<file path="config.mk">
export PLATFORM = sky130hd
export DESIGN_NAME = ysyx_25030093_rf_wb_arb
export DESIGN_NICKNAME = d
export VERILOG_FILES = /design/src/rtl/ysyx_25030093_rf_wb_arb.sv
export SDC_FILE = /design/constraint.sdc
export NUM_CORES = 1
export LEC_CHECK = 0
export BUFFER_PORTS_ARGS = -buffer_cell sky130_fd_sc_hd__buf_4
export CORE_MARGIN = 4
export CORE_UTILIZATION = 46
export CTS_CLUSTER_SIZE = 25
export DETAILED_ROUTE_END_ITERATION = 7
export PLACE_DENSITY = 0.92
export SLEW_MARGIN = 0
export SYNTH_ARGS = -nofsm -noshare
export SYNTH_HDL_FRONTEND = slang
export SYNTH_SLANG_ARGS = --single-unit
export TNS_END_PERCENT = 1
</file>
<file path="constraint.sdc">
create_clock -name clk -period 2.85 [get_ports clk]
set_clock_uncertainty 0.05 [all_clocks]
set_input_delay 0.1425 -clock clk [delete_from_list [all_inputs] [get_ports clk]]
set_output_delay 0.1425 -clock clk [all_outputs]
set_load 0.01 [all_outputs]
</file>
<file path="src/rtl/ysyx_25030093_rf_wb_arb.sv">
// Register-file write-port arbiter: grants EXU or LSU writebacks one per cycle,
// bounds EXU starvation, drops x0 writes and drives a registered write port.
module ysyx_25030093_rf_wb_arb #(
    parameter int ADDR_WIDTH   = 5,
    parameter int DATA_WIDTH   = 32,
    parameter int STARVE_LIMIT = 4
) (
    input  logic                  clk,
    input  logic                  rst_n,

    input  logic                  exu_valid,
    output logic                  exu_ready,
    input  logic [ADDR_WIDTH-1:0] exu_waddr,
    input  logic [DATA_WIDTH-1:0] exu_wdata,

    input  logic                  lsu_valid,
    output logic                  lsu_ready,
    input  logic [ADDR_WIDTH-1:0] lsu_waddr,
    input  logic [DATA_WIDTH-1:0] lsu_wdata,

    output logic                  rf_wen,
    output logic [ADDR_WIDTH-1:0] rf_waddr,
    output logic [DATA_WIDTH-1:0] rf_wdata,

    output logic [3:0]            starve_cnt
);

    localparam logic [3:0] LIMIT = 4'(STARVE_LIMIT);

    logic                  exu_win;
    logic                  lsu_win;
    logic                  starved;
    logic [ADDR_WIDTH-1:0] win_waddr;
    logic [DATA_WIDTH-1:0] win_wdata;

    // LSU is preferred on a collision because late load data stalls the
    // pipeline longer; EXU only overrides once it has lost LIMIT times in a row.
    always_comb begin
        starved   = (starve_cnt == LIMIT);
        exu_win   = exu_valid && (!lsu_valid || starved);
        lsu_win   = lsu_valid && !exu_win;
        exu_ready = rst_n && exu_win;
        lsu_ready = rst_n && lsu_win;
        win_waddr = exu_win ? exu_waddr : lsu_waddr;
        win_wdata = exu_win ? exu_wdata : lsu_wdata;
    end

    // NOTE: sequential state uses non-blocking assignments so every register
    // samples pre-edge values regardless of statement order.
    always_ff @(posedge clk or negedge rst_n) begin
        if (!rst_n) begin
            starve_cnt <= '0;
        end else if (exu_win) begin
            starve_cnt <= '0;
        end else if (exu_valid && !starved) begin
            starve_cnt <= starve_cnt + 4'd1;
        end
    end

    // A granted x0 write still completes its handshake but never raises rf_wen.
    always_ff @(posedge clk or negedge rst_n) begin
        if (!rst_n) begin
            rf_wen   <= 1'b0;
            rf_waddr <= '0;
            rf_wdata <= '0;
        end else begin
            rf_wen <= 1'b0;
            if (exu_win || lsu_win) begin
                rf_wen   <= (win_waddr != '0);
                rf_waddr <= win_waddr;
                rf_wdata <= win_wdata;
            end
        end
    end

endmodule

</file>
# == After elaboration in Yosys (flattened, before gate mapping) ==
# Index checks and enable logic that the tools add are counted.
# Widths: inputs -> output; s select.
# totals
wordCells,23
mem_bits_ro,0
reg_bits,42
n_memories,0
latchBits,0
ram_bits,0
in_bits,78
# classes
bitwise,0
mul,0
n_mux,5
n_eq_ne,1
n_reduce_logical,12
shift,0
order_cmp,0
n_addsub,1
div,0
# ops
op,count
$mux 32,1
$mux 4,2
$logic_and 1x1->1,5
$mux 5,1
$reduce_bool 5->1,1
$add 4x1->4 const B,1
$eq 4x3->1 const B,1
$logic_not 1->1,3
$logic_or 1x1->1,2
$reduce_bool 2->1,1
$mux 1,1

# == Longest topological paths before layout ==
# logic_depth
depth_word,7
mapped_depth,7

# == Worst setup path before layout ==
# No wires, ideal clock.
# synth_timing
kind,register to register
from,reg starve_cnt[0]
to,reg rf_wdata[0]
period_less_slack_ps,1771
stages_incl_launch_ff,8
setup_slack_ps,1079
arrival_ps,1595
t_required_ps,2674
n_path_buf,2
cell_sequence,dfrtp_1 inv_1 ha_1 nand4b_4 and2_1 buf_6 buf_6 a221o_1
# synth_between
elab_chain_cells,6
word_cells_on_any_way,7
classes_between,eq/ne: 1; mux: 1; reduce/logical: 5
# synth_rtl
item,line,rtl
"start, declared",25,output logic [3:0] starve_cnt
"start signal, assigned",56,starve_cnt <= starve_cnt + 4'd1;
$eq 4x3->1 (*),39,starved = (starve_cnt == LIMIT);
$logic_or 1x1->1 (*),40,exu_win = exu_valid && (!lsu_valid || starved);
$logic_and 1x1->1 (*),40,
$logic_not 1->1,41,lsu_win = lsu_valid && !exu_win;
$logic_and 1x1->1,41,
$logic_or 1x1->1,68,if (exu_win || lsu_win) begin
"end signal, assigned",71,rf_wdata <= win_wdata;
"end, declared",23,"output logic [DATA_WIDTH-1:0] rf_wdata,"
# Every way passes the cells marked *; elsewhere a longest branch is shown, timed or not.
# A chain may end at the register's enable or synchronous reset.

# == Worst setup path after layout ==
# layout_timing
from,reg starve_cnt[0]
to,reg rf_wdata[26]
# Same word-level chain as after synthesis.

==> flow_summary.yaml <==
synthesis:
  synth_cell_types: 26
  syn_area_mm2: 0.00200
  synth_area_leaders: "dfrtp_1, a221o_1, and2_1"
  synth_area_per_cell_um2: 11.7
  synth_area_leader_cell: "dfrtp_1"
  syn_inst: 171
  ys_seq_elements: 42
  yosysSeqAreaShare: 0.525
  syn-num-nets: 251
  ys_warn_count: 0
  yosysTopAreaCellShare: 0.525
route:
  wl_met2_um: 3130
  met3WireLength_um: 551
  drt_iter0_drc: 122
  drt-total-wl_um: 6060
  drt.antenna.violating_nets: 0
  drc: 0
  top_layer_used: "met4"
  avgViaCountPerCell: 5.55
  num_vias: 1902
  wirelength_met1_um: 2280
  drt_first_pass_iters: 5
  wl_per_cell_um: 17.7
clocking:
  htreeDepth: 2
  clkTransAtPathRegs_ns: 0.08
  cts_tree: "done"
  max-clock-path-buffers: 2
  cts_hold_repair.buffers: 1
  cts_root_buf: "clkbuf_8"
  clock_sinks: 42
  cts-resized-gates: 0
  clkLatencyLatePin_ns: 0.28
  post_cts_buffers: 0
  cts_buffers: 5
cells_and_area:
  final_area_mm2: 0.00303
  instances_no_fill: 343
  drive_above_1_share: 0.478
  antennaDiodeCount: 0
  area_growth_pct: 51.0
  fin_nets: 372
  multi_input_area_um2: 831
  final_core_util: 0.735
  fillCellCount: 307
  ff_latch_area_mm2: 0.00105
sta:
  relSlewSlack: 0.396
  tightest_slew_ns: 0.906
  fin_crit_ns: 2.31
  post-route-period-util: 0.809
  finalHoldViolations: 0
  drv_slew: 0
  rsz0062_at_grt: "false"
  setup_tns_ns: 0
  setup_viol: 0
  max_freq_ghz: 0.434
worst_setup_path:
  crit_arrival_ns: 2.47
  worst_setup_path_end_kind: "flop"
  cp_max_fo: 23
  critPathRequiredTime_ns: 3.02
  startpoint_type: "flop"
  critical_path_class: "reg -> reg"
floorplan:
  die_w_um: 74.0
  rows: 23
  start_util: 0.487
  die_area_mm2: 0.00547
  die_y_um: 74.0
  design.core.area_mm2: 0.00412
  ios: 122
min_path:
  min_path_type: "in -> reg"
placed_design:
  io_buffers: 121
  gp_congestion: 0.891
  dp_hpwl_um: 4530
  dpl_cell_area_mm2: 0.00292
  place_inst: 334
job:
  cap_violations: 0
power_and_ir_drop:
  pwr-share-clk: 0.260
  switching_share: 0.273
  power_frac_comb: 0.270
  p_int_mw: 1.09
  p_per_area_mw_per_mm2: 494
  power_frac_seq: 0.470
  ir_drop_mv: 0.262
  switchingPower_mw: 0.408
  leakage_nw: 1.51
global_route:
  grt_pass1_wl_um: 9400
  grt_pass1_vias: 2039
  globalRouteOverflowTotal: 0
  grt_max_degree: 45
  antenna_found_initial: 0
  grtUsageTotal: 0.224
status:
  status: "completed"
[metal layers]
layer,up-vias,global-route usage
met2,90,0.395
li1,880,-
met1,922,0.258
met5,-,0
met3,10,0.0622
met4,0,0.0865
[power by group through the flow]
stage / sequential [mW] / combinational, mW / clock (mW)
floorplan: 0.740 / 0.138 / 0
global placement: 0.710 / 0.392 / 0
detailed placement: 0.713 / 0.405 / 0
CTS: 0.703 / 0.407 / 0.398
global route: 0.712 / 0.437 / 0.420
finish: 0.703 / 0.403 / 0.389
[flip-flops by register name (all words and copies together), names as in the netlist]
signal and cells:
rf_wen 1, rf_waddr 5, starve_cnt 4, rf_wdata 32
[cells in the mapped netlist]
cell and count:
o22ai_1 7, nand2_1 2, dfrtp_1 42, nand4b_4 1, clkbuf_1 4, nor2_1 1
mux2_2 5, nand2b_1 2, nand4_1 2, and2_1 34, a221o_1 32, buf_2 4
a21oi_1 6, buf_6 4, and3_1 1, inv_1 11, a31oi_1 1, or2_2 2
nand3b_1 1, o311a_1 1, ha_1 2, a211o_1 1, nand3_1 2, or3_1 1
o21ai_0 1, mux2i_1 1
[final cells by class]
class                   count  share of cell area
inverters                  11              0.0136
flip-flops and latches     42               0.347
clock buffers               7              0.0285
repair buffers            126               0.313
well taps                  50              0.0207
clock inverters             1             0.00165
multi-input cells         106               0.275
[worst max-delay path, stage by stage, from the launching register on]
cell,delay [ns]
dfrtp_1,0.40
inv_1,0.09
ha_1,0.25
nand4b_4,0.16
and2_1,0.75
buf_4,0.35
a221o_1,0.19
[path summary, 6_finish.rpt]
| kind | from | endpoint | slack (ns) | depth (start not counted) |
|---|---|---|---|---|
| worst max-delay path | starve_cnt[0] | rf_wdata[26] | 0.54 | 6 |
| worst min-delay path | lsu_wdata[31] | rf_wdata[31] | 0.03 | 2 |
| worst max register to register | starve_cnt[0] | rf_wdata[26] | 0.54 | 6 |
| worst min register to register | rf_wdata[7] | rf_wdata[7] | 0.54 | 2 |
| max in group asynchronous | rst_n | rf_wdata[15] | 2.05 | 2 |
| min in group asynchronous | rst_n | rf_wen | 0.34 | 2 |
[metrics by stage]
step / total power [mW] / setup WS [ns] / hold WS [ns]
after floorplan: 0.878 / 1.08 / -0.203
after global placement: 1.10 / 0.719 / 0.108
after CTS: 1.51 / 0.574 / 0.0258
after global routing: 1.57 / 0.441 / 0.0284
after detailed placement: 1.12 / 0.594 / 0.111
final: 1.50 / 0.544 / 0.0339
[kinds of logic (layout without fill, tap and decap cells)]
family / after synthesis / in the layout / share of synthesized area
fa+ha+maj: 2 / 2 / 0.0125
flops: 42 / 42 / 0.525
mux: 6 / 6 / 0.0331
buf+inv: 23 / 145 / 0.0606
simple gates: 49 / 49 / 0.157
compound gates: 49 / 49 / 0.212
[layout by cell type, fill, tap and decap left out, drive strengths merged, types with 2 or more instances in the layout]
cell and n:
nand3 2, ha 2, inv 11, and2 34, buf 125, nand4 2, a21oi 6, nand2b 2
or2 2, clkbuf 7, o22ai 7, a221o 32, nand2 2, dfrtp 42, mux2 5
(Power assumes the default switching activity.)
